$ cat config.mk
export PLATFORM = sky130hd
export DESIGN_NAME = ship_draw
export DESIGN_NICKNAME = d
export VERILOG_FILES = /design/src/rtl/ship_draw_pkg.sv /design/src/rtl/ship_draw_board_mem.sv /design/src/rtl/ship_draw.sv
export SDC_FILE = /design/constraint.sdc
export NUM_CORES = 1
export LEC_CHECK = 0
export CELL_PAD_IN_SITES_DETAIL_PLACEMENT = 0
export CELL_PAD_IN_SITES_GLOBAL_PLACEMENT = 1
export CORE_UTILIZATION = 42
export CTS_CLUSTER_DIAMETER = 150
export CTS_CLUSTER_SIZE = 10
export DETAILED_ROUTE_END_ITERATION = 12
export GPL_TIMING_DRIVEN = 0
export PLACE_DENSITY_LB_ADDON = 0.1
export SLEW_MARGIN = 20
export SYNTH_ARGS = -nofsm -noshare
export SYNTH_HDL_FRONTEND = slang
export SYNTH_SLANG_ARGS = --single-unit
$ cat constraint.sdc
create_clock -name clk -period 2.4 [get_ports clk]
set_input_delay 0.48 -clock clk [delete_from_list [all_inputs] [get_ports clk]]
set_output_delay 0.48 -clock clk [all_outputs]
set_load 0.05 [all_outputs]
$ cat src/rtl/ship_draw_pkg.sv
// Shared types and constants for the battleship board renderer.
package ship_pkg;

  typedef enum logic [1:0] {
    SHIP  = 2'd0,
    EMPTY = 2'd1,
    HIT   = 2'd2,
    MISS  = 2'd3
  } cell_state_t;

  localparam int CELL_SIZE   = 32;
  localparam int BOARD_CELLS = 10;
  localparam int BOARD_PX    = 320;

  // Enum literals already own the plain names, so colours carry an RGB_ prefix.
  localparam logic [11:0] RGB_SHIP  = 12'h888;
  localparam logic [11:0] RGB_EMPTY = 12'h6AF;
  localparam logic [11:0] RGB_HIT   = 12'hF00;
  localparam logic [11:0] RGB_MISS  = 12'hFFF;
  localparam logic [11:0] RGB_WATER = 12'h138;
  localparam logic [11:0] RGB_GRID  = 12'h000;

endpackage

$ cat src/rtl/ship_draw_board_mem.sv
// 10x10 board state register file: synchronous clear/write, combinational read.
module ship_board_mem
  import ship_pkg::*;
(
  input  logic        clk,
  input  logic        rst_n,
  input  logic        clr_i,
  input  logic        we_i,
  input  logic [3:0]  wr_x_i,
  input  logic [3:0]  wr_y_i,
  input  cell_state_t wr_state_i,
  input  logic [3:0]  rd_x_i,
  input  logic [3:0]  rd_y_i,
  output cell_state_t rd_state_o
);

  cell_state_t cells_q [BOARD_CELLS*BOARD_CELLS];

  logic [7:0] wr_idx;
  logic [7:0] rd_idx;
  logic       wr_ok;

  assign wr_idx = 8'(wr_y_i) * 8'd10 + 8'(wr_x_i);
  assign rd_idx = 8'(rd_y_i) * 8'd10 + 8'(rd_x_i);
  assign wr_ok  = we_i && (wr_x_i < 4'd10) && (wr_y_i < 4'd10);

  // Out-of-board lookups may form indices past 99; report EMPTY for those.
  assign rd_state_o = (rd_idx < 8'd100) ? cells_q[rd_idx[6:0]] : EMPTY;

  always_ff @(posedge clk or negedge rst_n) begin
    if (!rst_n) begin
      for (int i = 0; i < BOARD_CELLS*BOARD_CELLS; i++) cells_q[i] <= EMPTY;
    end else if (clr_i) begin
      for (int i = 0; i < BOARD_CELLS*BOARD_CELLS; i++) cells_q[i] <= EMPTY;
    end else if (wr_ok) begin
      cells_q[wr_idx[6:0]] <= wr_state_i;
    end
  end

endmodule

$ cat src/rtl/ship_draw.sv
// Battleship board overlay: 3-stage pixel pipeline with an external 1-clock bitmap ROM.
// Optional grid lines are enabled by defining SHIP_DRAW_GRID_EN.
module ship_draw
  import ship_pkg::*;
#(
  parameter int BOARD_X = 100,
  parameter int BOARD_Y = 100
) (
  input  logic        clk,
  input  logic        rst_n,
  input  logic [10:0] hcount_in,
  input  logic [10:0] vcount_in,
  input  logic        hsync_in,
  input  logic        vsync_in,
  input  logic        hblnk_in,
  input  logic        vblnk_in,
  input  logic [11:0] rgb_in,
  input  logic        cell_we,
  input  logic [3:0]  cell_x,
  input  logic [3:0]  cell_y,
  input  logic [1:0]  cell_state,
  input  logic        board_clr,
  output logic [6:0]  rom_addr,
  input  logic [31:0] ship_line_pixels_in,
  output logic [10:0] hcount_out,
  output logic [10:0] vcount_out,
  output logic        hsync_out,
  output logic        vsync_out,
  output logic        hblnk_out,
  output logic        vblnk_out,
  output logic [11:0] rgb_out
);

  function automatic logic [11:0] state_rgb(input cell_state_t s);
    case (s)
      SHIP:    state_rgb = RGB_SHIP;
      EMPTY:   state_rgb = RGB_EMPTY;
      HIT:     state_rgb = RGB_HIT;
      default: state_rgb = RGB_MISS;
    endcase
  endfunction

  // Only the low 9 bits of the offsets are ever consumed (cell index + in-cell offset).
  logic [8:0]  dx, dy;
  logic        in_board;
  cell_state_t rd_state;
  logic [6:0]  rom_addr_d;

  assign dx = 9'(hcount_in - 11'(BOARD_X));
  assign dy = 9'(vcount_in - 11'(BOARD_Y));
  assign in_board = (hcount_in >= 11'(BOARD_X)) && (hcount_in < 11'(BOARD_X + BOARD_PX)) &&
                    (vcount_in >= 11'(BOARD_Y)) && (vcount_in < 11'(BOARD_Y + BOARD_PX));
  assign rom_addr_d = in_board ? {rd_state, dy[4:0]} : 7'h20;

  ship_board_mem u_board_mem (
    .clk        (clk),
    .rst_n      (rst_n),
    .clr_i      (board_clr),
    .we_i       (cell_we),
    .wr_x_i     (cell_x),
    .wr_y_i     (cell_y),
    .wr_state_i (cell_state_t'(cell_state)),
    .rd_x_i     (dx[8:5]),
    .rd_y_i     (dy[8:5]),
    .rd_state_o (rd_state)
  );

  logic [10:0] hcount_p1_q, vcount_p1_q, hcount_p2_q, vcount_p2_q;
  logic        hsync_p1_q, vsync_p1_q, hblnk_p1_q, vblnk_p1_q;
  logic        hsync_p2_q, vsync_p2_q, hblnk_p2_q, vblnk_p2_q;
  logic [11:0] rgb_p1_q, rgb_p2_q;
  logic        in_board_p1_q, in_board_p2_q;
  logic [4:0]  col_p1_q, row_p1_q, col_p2_q, row_p2_q;
  cell_state_t state_p1_q, state_p2_q;

  // Stage 1: board lookup and ROM address
  always_ff @(posedge clk or negedge rst_n) begin
    if (!rst_n) begin
      rom_addr      <= 7'h00;
      hcount_p1_q   <= '0;
      vcount_p1_q   <= '0;
      hsync_p1_q    <= 1'b0;
      vsync_p1_q    <= 1'b0;
      hblnk_p1_q    <= 1'b0;
      vblnk_p1_q    <= 1'b0;
      rgb_p1_q      <= '0;
      in_board_p1_q <= 1'b0;
      col_p1_q      <= '0;
      row_p1_q      <= '0;
      state_p1_q    <= SHIP;
    end else begin
      rom_addr      <= rom_addr_d;
      hcount_p1_q   <= hcount_in;
      vcount_p1_q   <= vcount_in;
      hsync_p1_q    <= hsync_in;
      vsync_p1_q    <= vsync_in;
      hblnk_p1_q    <= hblnk_in;
      vblnk_p1_q    <= vblnk_in;
      rgb_p1_q      <= rgb_in;
      in_board_p1_q <= in_board;
      col_p1_q      <= dx[4:0];
      row_p1_q      <= dy[4:0];
      state_p1_q    <= rd_state;
    end
  end

  // Stage 2: wait for the ROM output register
  always_ff @(posedge clk or negedge rst_n) begin
    if (!rst_n) begin
      hcount_p2_q   <= '0;
      vcount_p2_q   <= '0;
      hsync_p2_q    <= 1'b0;
      vsync_p2_q    <= 1'b0;
      hblnk_p2_q    <= 1'b0;
      vblnk_p2_q    <= 1'b0;
      rgb_p2_q      <= '0;
      in_board_p2_q <= 1'b0;
      col_p2_q      <= '0;
      row_p2_q      <= '0;
      state_p2_q    <= SHIP;
    end else begin
      hcount_p2_q   <= hcount_p1_q;
      vcount_p2_q   <= vcount_p1_q;
      hsync_p2_q    <= hsync_p1_q;
      vsync_p2_q    <= vsync_p1_q;
      hblnk_p2_q    <= hblnk_p1_q;
      vblnk_p2_q    <= vblnk_p1_q;
      rgb_p2_q      <= rgb_p1_q;
      in_board_p2_q <= in_board_p1_q;
      col_p2_q      <= col_p1_q;
      row_p2_q      <= row_p1_q;
      state_p2_q    <= state_p1_q;
    end
  end

`ifdef SHIP_DRAW_GRID_EN
  // Grid covers the first pixel of every cell plus the far board edge at offset 319.
  logic grid_p1_q, grid_p2_q;
  always_ff @(posedge clk or negedge rst_n) begin
    if (!rst_n) begin
      grid_p1_q <= 1'b0;
      grid_p2_q <= 1'b0;
    end else begin
      grid_p1_q <= (dx[4:0] == 5'd0) || (dy[4:0] == 5'd0) || (dx == 9'd319) || (dy == 9'd319);
      grid_p2_q <= grid_p1_q;
    end
  end
`endif

  logic        pix;
  logic [11:0] rgb_d;

  // MSB of the ROM line is the leftmost pixel of the cell.
  assign pix = ship_line_pixels_in[5'd31 - col_p2_q];

  always_comb begin
    rgb_d = RGB_WATER;
    if (hblnk_p2_q || vblnk_p2_q)  rgb_d = 12'h000;
    else if (!in_board_p2_q)       rgb_d = rgb_p2_q;
`ifdef SHIP_DRAW_GRID_EN
    else if (grid_p2_q)            rgb_d = RGB_GRID;
`endif
    else if (pix)                  rgb_d = state_rgb(state_p2_q);
    else                           rgb_d = RGB_WATER;
  end

  // Stage 3: colour select and output register
  always_ff @(posedge clk or negedge rst_n) begin
    if (!rst_n) begin
      hcount_out <= '0;
      vcount_out <= '0;
      hsync_out  <= 1'b0;
      vsync_out  <= 1'b0;
      hblnk_out  <= 1'b0;
      vblnk_out  <= 1'b0;
      rgb_out    <= 12'h000;
    end else begin
      hcount_out <= hcount_p2_q;
      vcount_out <= vcount_p2_q;
      hsync_out  <= hsync_p2_q;
      vsync_out  <= vsync_p2_q;
      hblnk_out  <= hblnk_p2_q;
      vblnk_out  <= vblnk_p2_q;
      rgb_out    <= rgb_d;
    end
  end

endmodule

=== Yosys cells after proc, flatten, opt, wreduce, memory -nomap -nowiden ===
Cells that the tools add are included.

* Add/subtract/negate cells: 5
* Multiply operators: 2
* Divide/modulo/power cells: 0
* Magnitude comparators: 11
* Eq/ne operators: 2
* Shift operators: 0
* Multiplexer cells: 16
* Bitwise logic cells: 2
* Reduce and logical (&&, ||, !) cells: 9

{| class="wikitable"
|+ Operators with widths
! operator !! count
|-
| two-way mux 200 bit || 2
|-
| bitwise mux 200 bit || 1
|-
| two-way mux 12 bit || 3
|-
| one-hot mux 12 bit (3 select lines) || 1
|-
| greater-or-equal comparator 11 x 7 -> 1 bit, second input constant || 2
|-
| less-than comparator 11 x 9 -> 1 bit, second input constant || 2
|-
| subtractor 9 x 7 -> 9 bit, second input constant || 2
|-
| greater-or-equal comparator 8 bit, second input constant || 2
|-
| NOT 7 -> 8 bit || 2
|-
| binary-select mux 2 bit (select 7 bit) || 1
|-
| demux 2 bit (select 7 bit) || 1
|-
| adder 8 x 4 -> 8 bit || 1
|-
| less-than comparator 4 bit, second input constant || 2
|-
| less-than comparator 8 x 1 -> 1 bit, second input constant || 1
|-
| less-than comparator 8 x 7 -> 1 bit, second input constant || 1
|-
| two-way mux 2 bit || 4
|-
| adder 7 x 4 -> 7 bit || 1
|-
| multiplier 4 x 3 -> 7 bit, second input constant || 1
|-
| two-way mux 7 bit || 1
|-
| logical AND 1 bit || 6
|-
| less-than comparator 5 x 6 -> 1 bit, second input constant || 1
|-
| multiplier 4 x 3 -> 6 bit, second input constant || 1
|-
| binary-select mux 1 bit (select 5 bit) || 1
|-
| subtractor 5 bit, first input constant || 1
|-
| other kinds (6) || 6
|}

* Register bits: 337
* Bits in latches: 0
* Memory bits (writable): 0
* Memory bits (read-only): 0
* Memories: 0

=== Longest topological paths before layout ===
* Word-level depth: 10
* Mapped depth: 19
* Mapped depth without buffers: 16

=== Cells and area by module ===
Synthesis repeated with hierarchy kept, for this count alone.

* Cells, all modules: 1,276
* Area, all modules: 15,778.9 um2

{| class="wikitable"
|+ By module, submodules not included
! module !! times used !! cells each !! area an instance (um2) !! seq. area each (um2)
|-
| ship_board_mem || 1 || 1,024 || 11,544.8 || 5,129.9
|-
| ship_draw || 1 || 252 || 4,234.1 || 3,328.2
|}

=== Worst setup path before layout ===
OpenSTA, ideal clock, no wires.

* Kind: input port to flip-flop
* Start: in hcount_in[4]
* End: reg rom_addr[6]
* Library setup time: 0.096 ns
* Data arrival time: 4.044 ns
* Data required time: 2.304 ns
* Path slack: -1.740 ns
* Stages: 18
* Path through: buf_6 > or3_1 > buf_2 > buf_6 > clkbuf_1 > nand3_1 > xor2_1 > inv_1 > fa_1 > buf_2 > nand2b_1 > buf_2 > nor3_1 > a2111oi_2 > o211ai_1 > a221oi_2 > o32ai_1 > nor4_2

* Longest elaborated chain between the ends: 8

{| class="wikitable"
|+ Ends and longest elaborated chain
! element !! RTL line !! RTL
|-
| start, declared || ship_draw.sv:11 || <nowiki>input logic [10:0] hcount_in,</nowiki>
|-
| subtractor 9 x 7 -> 9 bit || ship_draw.sv:49 || <nowiki>assign dx = 9'(hcount_in - 11'(BOARD_X));</nowiki>
|-
| adder 8 x 4 -> 8 bit || ship_draw_board_mem.sv:24 || <nowiki>assign rd_idx = 8'(rd_y_i) * 8'd10 + 8'(rd_x_i);</nowiki>
|-
| NOT 7 -> 8 bit (not written as such) || ship_draw_board_mem.sv:28 || <nowiki>assign rd_state_o = (rd_idx < 8'd100) ? cells_q[rd_idx[6:0]] : EMPTY;</nowiki>
|-
| binary-select mux 2 bit (select 7 bit) || ship_draw_board_mem.sv:28 ||
|-
| two-way mux 2 bit (not written as such) (2 in series) || ship_draw_board_mem.sv:28 ||
|-
| two-way mux 2 bit || ship_draw_board_mem.sv:28 ||
|-
| two-way mux 7 bit * || ship_draw.sv:53 || <nowiki>assign rom_addr_d = in_board ? {rd_state, dy[4:0]} : 7'h20;</nowiki>
|-
| net rom_addr_d[6] || ship_draw.sv:47 || <nowiki>logic [6:0] rom_addr_d;</nowiki>
|-
| end signal, assigned || ship_draw.sv:92 || <nowiki>rom_addr <= rom_addr_d;</nowiki>
|-
| end, declared || ship_draw.sv:23 || <nowiki>output logic [6:0] rom_addr,</nowiki>
|}

The timed path passes the listed nets; every way through them passes the cells marked *. The select of a mux whose other input is x is not followed.
A chain may end at the register's enable or synchronous reset.

=== Final worst setup path ===
* Start: in hcount_in[2]
* End: reg rom_addr[5]

The elaborated chain is that of the path after synthesis.

==> results.py <==
metrics = {
    "power": {
        "powerDensity_nw_per_um2": 732,
        "peakVddDrop_mv": 0.451,
        "p_leak_nw": 9.70,
        "total_power_mw": 16.7,
    },
    "global_routing": {
        "grt_max_degree": 94,
        "grt.overflow.total": 0,
        "antenna_found_initial": 0,
        "grt_pass1_wl_mm": 87.8,
        "grt.total_usage_pct": 30.7,
        "grt_pass1_vias": 13725,
    },
    "synthesis": {
        "syn_inst": 1604,
        "ys_top_cells_by_count": "nand2_1, dfrtp_1, nor2_1",
        "synth_seq_cells": 333,
        "synth_edf_count": 0,
        "ys_async_sr_fraction_pct": 100,
        "netlist_area_um2": 16100,
        "ys.flop_type": "dfrtp_1",
        "syn-num-nets": 1709,
        "yosysTopAreaCell": "dfrtp_1",
        "synth-seq-area-share_pct": 52.7,
        "yosysWarningCount": 0,
        "yosys-top-cells-area": "dfrtp_1, dfstp_2, mux2i_1, nand2_1, nor2_1",
        "synthDistinctLibCells": 68,
        "synth.most_common_cell": "nand2_1",
        "yosys.area.top_type_share_pct": 36.3,
        "syn_avg_cell_area_um2": 10.0,
    },
    "die": {
        "fp.dieW_um": 197,
        "die_h_um": 197,
        "core_area_um2": 37700,
        "die_area_um2": 39000,
        "initial_core_util_pct": 42.6,
        "rows": 71,
        "io_pins": 129,
    },
    "sta": {
        "finalHoldViolCount": 0,
        "period_share_pct": 152,
        "tightest_slew_ps": 1130,
        "fin_tns_setup_ps": -7340,
        "whs_ps": 39.5,
        "worst_clock_skew_ps": 15.6,
        "setup_ws_ps": -1240,
        "setup_viol": 95,
        "fmax_ghz": 0.275,
        "rsz0062_at_grt": "true",
        "min_period_ps": 3640,
        "slew-limit-headroom_pct": 24.9,
        "slew_violations": 0,
    },
    "setup_path": {
        "start_kind": "primary input",
        "r2r_cells": 8,
        "rr_endpoint": "rgb_out[1]",
        "worst-path-max-fanout": 7,
        "timing.rr.start": "col_p2_q[0]",
        "crit_cells": 20,
        "cp_slowest_cell": "fa_2",
        "end_kind": "flop",
        "cp_data_required_time_ps": 2850,
        "criticalPathCategory": "in -> reg",
        "crit_arrival_ps": 4090,
        "critical-path-top-delay-family": "simple AND/OR/NAND/NOR gates",
        "slowest_delay_ps": 470,
        "path_buf_inv": 8,
        "crit_top_cell": "buf_12",
        "reg2reg_slack_ps": 100,
        "crit_chain": "buf_12, or3_4, buf_12, clkbuf_16, nand3_4, xor2_2, inv_1, fa_2, buf_6, or2_4, clkbuf_16, buf_12, o22ai_4, nand3_1, o211ai_1, a211o_1, a211o_1, o211ai_1, buf_4, or3_1",
    },
    "route": {
        "vias_per_cell": 5.83,
        "drt-pass1-iter-count": 5,
        "antenna_left": 0,
        "wirelength_mm": 59.3,
        "drt_iter0_drc": 1164,
        "drc": 0,
        "vias": 14150,
        "wl_per_cell_um": 24.4,
    },
    "hold_path": {
        "min_path_cells": 1,
        "hold_path.class": "in -> reg",
        "hold_start": "hcount_in[4]",
        "min_to": "hcount_p1_q[4]",
    },
    "placed_design": {
        "io_buffer_count": 125,
        "placed_area_um2": 19100,
        "gp_congestion": 0.946,
        "pre_cts_slack_ps": -3330,
        "dp_hpwl_mm": 39.8,
    },
    "clock_network": {
        "ctsRootBufferMaster": "clkbuf_16",
        "clkLatencyLatePin_ps": 560,
        "cts_tree": "built",
        "htree_num_levels": 2,
        "clk_pin_slew_ps": 60,
        "clock_sinks": 333,
        "cts_made_buffers": 39,
        "cts_buffer_depth": 3,
    },
    "layout": {
        "fin_area_um2": 22800,
        "seqCellArea_um2": 8460,
        "syn2layout_area_growth_pct": 42.1,
        "fillers": 3198,
        "multi_input_area_um2": 8810,
        "n_antenna_cell": 0,
        "drive_gt1_share_pct": 34.2,
        "fin_nets": 1994,
    },
    "outcome": {
        "violations": "negative setup slack",
        "status": "finished, violations left",
    },
    "run": {
        "maxCapViolations": 0,
    },
}
## power by group
part / internal (mW) / total (mW) / switching (mW)
combinational: 2.19 / 5.37 / 3.19
sequential: 5.78 / 5.85 / 0.0713
clock: 3.07 / 5.46 / 2.38
total: 11.0 / 16.7 / 5.64
## routing by layer
| metal | routed length (um) | track usage [%] | vias up |
|---|---|---|---|
| li1 | - | - | 6250 |
| met3 | 4810 | 6.47 | 190 |
| met4 | 3380 | 15.6 | 0 |
| met2 | 26300 | 47.0 | 692 |
| met5 | 0 | 0 | - |
| met1 | 24800 | 41.1 | 7018 |
## through the flow
| stage | cells | utilization, % |
|---|---|---|
| after CTS | 2398 | 57.8 |
| after global placement | 2240 | 50.5 |
| after global routing | 2428 | 60.5 |
| final | 2428 | 60.5 |
| after floorplan | 1604 | - |
| after detailed placement | 2244 | 50.8 |
## cell usage in the layout (no fill, tap or decap), drive strengths merged, types with 5 or more instances in the layout
cell | synthesis | layout
dfstp | 100 | 100
nor2 | 181 | 181
clkdlybuf4s50 | 0 | 107
nor4 | 14 | 14
xnor2 | 9 | 9
o22ai | 15 | 15
mux2i | 103 | 103
o21ai | 85 | 85
nor3 | 46 | 46
nand2 | 248 | 248
a22oi | 5 | 5
a21o | 5 | 5
or2 | 7 | 7
buf | 35 | 177
o211ai | 24 | 24
dfrtp | 233 | 233
and3 | 5 | 5
a21oi | 80 | 80
a31oi | 28 | 28
ha | 17 | 17
a211oi | 9 | 9
or3 | 9 | 9
a211o | 40 | 40
nand3 | 72 | 72
o31ai | 6 | 6
xor2 | 14 | 14
nand4 | 13 | 13
inv | 19 | 22
a32oi | 5 | 5
mux4 | 18 | 18
nand2b | 18 | 18
mux2 | 12 | 12
clkbuf | 85 | 137
## kinds of logic after synthesis
| group | count (synthesis) | synth area share (%) |
|---|---|---|
| compound gates | 327 | 13.1 |
| xor+xnor | 23 | 1.26 |
| mux | 133 | 9.79 |
| fa+ha+maj | 21 | 1.82 |
| buf+inv | 140 | 4.09 |
| flops | 333 | 52.7 |
| simple gates | 627 | 17.2 |
## how the worst max path moves through the flow
| stage | from | end | slack [ps] |
|---|---|---|---|
| floorplan | hcount_in[4] | rom_addr[5] | -1240 |
| global placement | rst_n | u_board_mem.cells_q[149] | -13530 |
| detailed placement | hcount_in[5] | rom_addr[5] | -3330 |
| CTS | hcount_in[4] | rom_addr[6] | -1210 |
| global route | hcount_in[2] | rom_addr[5] | -1310 |
| finish | hcount_in[2] | rom_addr[5] | -1240 |
## area by class of cell
type | count | share of cell area [%]
buffer | 117 | 4.63
timing repair buffer | 247 | 11.5
clock inverter | 4 | 0.269
tap | 511 | 2.80
sequential | 333 | 37.1
inverter | 20 | 0.373
clock buffer | 65 | 4.71
multi-input combinational | 1131 | 38.7
## sequential cells by signal (all words and copies together), names as in the netlist, 5 cells and up
signal / flops
u_board_mem.cells_q: 200
vcount_out: 11
hcount_out: 11
vcount_p1_q: 11
hcount_p1_q: 9
col_p2_q: 5
vcount_p2_q: 11
col_p1_q: 5
rgb_p1_q: 12
rgb_out: 12
rom_addr: 7
hcount_p2_q: 9
rgb_p2_q: 12
## timing repair
item | CTS | global route
endpoints found under the setup margin | 222 | 177
buffers inserted | 80 | 29
hold endpoints to repair | 53 | 0
pin swaps | 66 | 102
hold buffers | 1 | 0
resized for setup | 210 | 227
gates cloned | 6 | 3
No activity file was read; power rests on OpenSTA's default activity.
